--- src/rtl/gcd_stein_hs.sv ---
// Binary (Stein) GCD engine with valid/ready handshakes on operand and result sides.
// One reduction step per clock; reports the number of CALC cycles with each result.
module gcd_stein_hs #(
    parameter  int WIDTH  = 16,
    localparam int ITER_W = $clog2(2*WIDTH+2)
) (
    input  logic              clk,
    input  logic              rst,
    input  logic              in_valid,
    output logic              in_ready,
    input  logic [WIDTH-1:0]  a,
    input  logic [WIDTH-1:0]  b,
    output logic              out_valid,
    input  logic              out_ready,
    output logic [WIDTH-1:0]  gcd,
    output logic [ITER_W-1:0] iter
);

    localparam int K_W = $clog2(WIDTH);

    typedef enum logic [1:0] {
        IDLE = 2'd0,
        CALC = 2'd1,
        DONE = 2'd2
    } state_t;

    state_t              state_q, state_d;
    logic [WIDTH-1:0]    u_q, u_d;
    logic [WIDTH-1:0]    v_q, v_d;
    logic [K_W-1:0]      k_q, k_d;
    logic [WIDTH-1:0]    gcd_q, gcd_d;
    logic [ITER_W-1:0]   iter_q, iter_d;
    logic                out_valid_q, out_valid_d;

    assign in_ready  = (state_q == IDLE) & ~rst;
    assign out_valid = out_valid_q;
    assign gcd       = gcd_q;
    assign iter      = iter_q;

    always_comb begin
        state_d     = state_q;
        u_d         = u_q;
        v_d         = v_q;
        k_d         = k_q;
        gcd_d       = gcd_q;
        iter_d      = iter_q;
        out_valid_d = out_valid_q;
        case (state_q)
            IDLE: begin
                if (in_valid && in_ready) begin
                    u_d    = a;
                    v_d    = b;
                    k_d    = '0;
                    iter_d = '0;
                    // A zero operand short-circuits: gcd(x,0) = x, gcd(0,0) = 0.
                    if (a == '0 || b == '0) begin
                        gcd_d       = a | b;
                        out_valid_d = 1'b1;
                        state_d     = DONE;
                    end else begin
                        state_d = CALC;
                    end
                end
            end
            CALC: begin
                iter_d = iter_q + ITER_W'(1);
                if (u_q == v_q) begin
                    gcd_d       = u_q << k_q;
                    out_valid_d = 1'b1;
                    state_d     = DONE;
                end else if (!u_q[0] && !v_q[0]) begin
                    u_d = u_q >> 1;
                    v_d = v_q >> 1;
                    k_d = k_q + K_W'(1);
                end else if (!u_q[0]) begin
                    u_d = u_q >> 1;
                end else if (!v_q[0]) begin
                    v_d = v_q >> 1;
                end else if (u_q > v_q) begin
                    // Both odd: the difference is even, so halving loses nothing.
                    u_d = (u_q - v_q) >> 1;
                end else begin
                    v_d = (v_q - u_q) >> 1;
                end
            end
            DONE: begin
                if (out_ready) begin
                    out_valid_d = 1'b0;
                    state_d     = IDLE;
                end
            end
            default: state_d = IDLE;
        endcase
    end

    always_ff @(posedge clk) begin
        if (rst) begin
            state_q     <= IDLE;
            u_q         <= '0;
            v_q         <= '0;
            k_q         <= '0;
            gcd_q       <= '0;
            iter_q      <= '0;
            out_valid_q <= 1'b0;
        end else begin
            state_q     <= state_d;
            u_q         <= u_d;
            v_q         <= v_d;
            k_q         <= k_d;
            gcd_q       <= gcd_d;
            iter_q      <= iter_d;
            out_valid_q <= out_valid_d;
        end
    end

endmodule
--- config.mk ---
export PLATFORM = sky130hd
export DESIGN_NAME = gcd_stein_hs
export DESIGN_NICKNAME = d
export VERILOG_FILES = /design/src/rtl/gcd_stein_hs.sv
export SDC_FILE = /design/constraint.sdc
export NUM_CORES = 1
export LEC_CHECK = 0
export CORE_MARGIN = 3
export CORE_UTILIZATION = 45
export DETAILED_ROUTE_END_ITERATION = 10
export PLACE_DENSITY = 0.66
export SYNTH_ARGS = -nofsm -noshare
export SYNTH_HDL_FRONTEND = slang
export SYNTH_SLANG_ARGS = --single-unit
--- constraint.sdc ---
create_clock -name clk -period 7.14 [get_ports clk]
set_clock_uncertainty 0.1 [all_clocks]
set_input_delay 2.142 -clock clk [delete_from_list [all_inputs] [get_ports clk]]
set_output_delay 2.142 -clock clk [all_outputs]
set_load 0.03 [all_outputs]
* Word level (Yosys, flattened, before mapping)
Cells that the tools add are included.
** Storage, ports and cells
- Bits in registers :: 61
- Bits of input ports :: 36
- Output and inout bits :: 24
- Word-level logic and storage cells :: 84
** Operators by class
- Add/sub/neg operators :: 4
- $lt $le $gt $ge :: 1
- Eq/ne operators :: 13
- Shift-type cells :: 1
- Muxes and demuxes :: 34
- Bitwise operators :: 3
- Reductions and logical operators :: 19
** Operators with widths (number)
- 16-bit two-way mux :: 15
- 16-bit case mux with 2 select lines :: 3
- 16-bit logical NOT :: 2
- 16-bit subtractor :: 2
- 16-bit == test :: 1
- 16-bit greater-than comparator :: 1
- 16-bit OR :: 1
- 16-bit by 4-bit << shifter with 16-bit output :: 1
- 5-bit AND reduction :: 3
- 4-bit two-way mux :: 3
- 4-bit != test, second input constant :: 3
- 6-bit case mux with 2 select lines :: 1
- 4-bit AND reduction :: 3
- 2-bit two-way mux :: 4
- 2-bit != test, second input constant :: 4
- 4-bit case mux with 2 select lines :: 1
- 6-bit by 1-bit adder with 6-bit output, second input constant :: 1
- 6-bit two-way mux :: 1
- 2-bit case mux with 3 select lines :: 1
- 3-bit AND reduction :: 2
- 4-bit by 1-bit adder with 4-bit output, second input constant :: 1
- 1-bit two-way mux :: 4
- 2-bit by 1-bit != test with 1-bit output, second input constant :: 2
- 3-bit != test, second input constant :: 1
- other kinds (12) :: 14

* Depth between registers and ports, before layout
- Word-level depth :: 7
- Gate-level depth with buffers :: 12
- Mapped depth without buffers :: 11

* Worst setup path before layout
OpenSTA, ideal clock, no wires.
- Kind :: input to output
- Start :: in rst
- End :: out in_ready
- Arrival time :: 2.841 ns
- Data required time :: 4.898 ns
- Slack :: 2.057 ns
- Cell stages on the path :: 1
- Path buffers :: 0
- Path through :: nor3_1
** On the way
- Cells in the longest elaborated chain, start to end :: 2
** RTL lines
- start: declaration :: line 8 : input logic rst,
- 1-bit inverter :: line 35 : assign in_ready = (state_q == IDLE) & ~rst;
- 1-bit AND :: line 35
- end: declaration :: line 10 : output logic in_ready,
No other way between the ends.

* Final worst setup path
Same ends and word-level chain as after synthesis.

==> results.yml <==
place:
  dpl.hpwl_um: 12700
  postPlaceCellArea_um2: 5890
  globalplace.congestion: 0.909
  io_buffers: 59
floorplan:
  initial_core_util: 0.465
  dieArea_um2: 13200
  die_x_um: 115
  die_y_um: 115
  ios: 60
  row_count: 39
  core_area_um2: 11500
clocking:
  cts_buffer_depth: 2
  clkTransAtPathRegs_ps: 50
  hold_buffers: 0
  cts_root_buf: "clkbuf_16"
  cts_resized: 0
  postCtsSetupBuffers: 0
  numCtsBuffers: 9
  clk-insertion-delay-late_ps: 340
  cts.htree.levels: 3
  cts_tree: "done"
  cts.sinks: 61
yosys:
  syn_inst: 693
  synth_flop_cell: "dfxtp_1"
  syn_avg_cell_area_um2: 7.72
  yosysSeqAreaShare: 0.228
  synth-async-reset-ratio: 0
  synth_edf_count: 0
  synth_cell_types: 65
  syn_area_um2: 5350
  yosys_warnings: 0
  synth_nets: 767
  ys_seq_elements: 61
setup_path:
  end_kind: "primary output"
  rr_worst_depth: 10
  worstPathRequired_ps: 4900
  critPathKind: "in -> out"
  start_kind: "input pin"
  critPathMaxFanout: 57
  arrival_ps: 3780
final_layout:
  fin_area_um2: 6170
  fillers: 1160
  area_delta_synth_final_pct: 15.3
  n_antenna_cell: 0
  drive_gt1_frac: 0.0627
  layout.area.seq_um2: 1220
  multi_input_comb_area_um2: 3740
  fin_nets: 787
global_routing:
  grt_usage: 0.257
  grt-ovfl-total: 0
  antenna_found_initial: 0
  grt_pass1_wl_um: 26700
  first_global_vias: 4928
  grt_max_degree: 59
sta:
  finalHoldViolCount: 0
  final-max-slew-violation-count: 0
  period_share: 0.843
  setup_tns_ps: 0
  grt_setup_unrepaired: "no"
  slew_headroom: 0.192
  setup_viol: 0
  fmax_ghz: 0.166
  tightest_slew_ps: 1210
  min_period_ps: 6020
run_status:
  outcome: "finished clean"
hold_path:
  hold_depth: 2
  worstHoldPathType: "reg -> reg"
detailed_routing:
  vias_per_cell: 6.22
  drt_first_pass_iters: 5
  wirelength_um: 16900
  ant_nets: 0
  drt-initial-drc-count: 471
  drc: 0
  wl_per_cell_um: 19.6
  num_vias: 5357
power:
  p_leak_uw: 0.00224
  vdd_drop_max_mv: 0.167
  pwr_density_cell_nw_per_um2: 265
  power_uw: 1630
run:
  max_cap_viol_count: 0
-- per-stage QoR --
step / worst slack (ps) / utilization / hold WS (ps) / std cells
after CTS: 1140 / 0.536 / 356 / 861
after floorplan: 2060 / - / 353 / 693
after detailed placement: 1140 / 0.512 / 348 / 845
after global routing: 1040 / 0.536 / 374 / 861
after global placement: 1180 / 0.512 / 342 / 845
final: 1120 / 0.536 / 354 / 861
-- synth_stat cells (3+ instances only) --
library cell,count,share of area
a21o_1,12,0.017
clkbuf_1,28,0.020
buf_1,3,0.0021
a221oi_1,7,0.011
o21a_1,11,0.015
buf_2,14,0.013
mux4_2,8,0.034
o21bai_1,6,0.0084
nand3_1,12,0.011
inv_1,39,0.027
nor2_1,47,0.033
ha_1,36,0.084
a21oi_1,82,0.077
xnor2_1,14,0.023
nand2_1,60,0.042
nand4_1,5,0.0058
buf_4,3,0.0042
mux2i_1,23,0.043
dfxtp_1,61,0.23
a211o_1,8,0.013
a22oi_1,3,0.0042
o221ai_1,5,0.0082
o31a_1,3,0.0049
a31oi_1,3,0.0035
nor4_1,9,0.011
nor3_1,20,0.019
o211ai_1,23,0.032
o31ai_1,9,0.013
or3_1,8,0.0094
buf_6,3,0.0063
o21ai_0,47,0.044
mux2_2,3,0.0063
a211oi_1,10,0.014
xor2_1,13,0.021
nand2b_1,9,0.011
nor2b_1,7,0.0082
and4_1,4,0.0065
o311ai_0,3,0.0049
-- cells in the final DEF, fill, tap and decap left out, types with 4 or more instances in the layout --
| master | instances |
|---|---|
| nand2_1 | 60 |
| xor2_1 | 13 |
| mux4_2 | 8 |
| inv_1 | 39 |
| o31ai_1 | 9 |
| a211oi_1 | 10 |
| nand2b_1 | 9 |
| nor4_1 | 9 |
| clkdlybuf4s50_1 | 58 |
| o21bai_1 | 6 |
| nor2_1 | 46 |
| clkbuf_16 | 9 |
| a221oi_1 | 7 |
| a21o_1 | 12 |
| dfxtp_1 | 61 |
| nand3_1 | 12 |
| o21ai_0 | 47 |
| and4_1 | 4 |
| o21a_1 | 11 |
| or3_1 | 8 |
| o221ai_1 | 5 |
| mux2i_1 | 23 |
| nor3_1 | 20 |
| nor2b_1 | 7 |
| ha_1 | 36 |
| a211o_1 | 8 |
| o211ai_1 | 23 |
| nand4_1 | 5 |
| a21oi_1 | 82 |
| xnor2_1 | 14 |
-- power breakdown --
part | internal [µW] | switching (µW)
clock network | 243 | 169
logic | 314 | 480
registers | 375 | 51.7
-- worst paths after layout --
kind / slack, ps / start / to
worst max-delay path: 1120 / rst / in_ready
worst min register to register: 350 / gcd[1]$_SDFFE_PP0P_ / gcd[1]$_SDFFE_PP0P_
worst min-delay path: 350 / gcd[1]$_SDFFE_PP0P_ / gcd[1]$_SDFFE_PP0P_
worst max register to register: 3220 / u_q[11]$_SDFFE_PP0P_ / v_q[4]$_SDFFE_PP0P_
-- cell type report --
cell class / instances / share of cell area
Sequential cell: 61 / 0.198
Clock buffer: 10 / 0.0387
Timing Repair Buffer: 61 / 0.0974
Multi-Input combinational cell: 540 / 0.606
Clock inverter: 6 / 0.00629
Tap cell: 143 / 0.0290
Inverter: 40 / 0.0243
-- metal layers --
metal  GRT usage  share of wire
met5           0              0
met4      0.0728          0.016
met3      0.0395          0.073
met2       0.409           0.46
met1       0.362           0.45
-- critical path, stage by stage --
cell and delay [ps]:
buf_2 810, nor3_1 150, clkdlybuf4s50_1 650
-- flip-flops by register name, indices dropped and copies added (netlist names) --
| signal | cells |
|---|---|
| iter | 6 |
| v_q | 16 |
| gcd | 16 |
| u_q | 16 |
| out_valid | 1 |
| state_q | 2 |
| k_q | 4 |
-- logic make-up after synthesis --
family	Yosys count	share of synthesized area
buffers and inverters	92	0.0743
AND/OR/NAND/NOR	193	0.179
AO/OA/AOI/OAI	248	0.300
multiplexers	34	0.0830
flip-flops	61	0.228
adder cells (fa/ha/maj)	38	0.0917
XOR/XNOR	27	0.0442
Power figures use the tool's default switching activity.
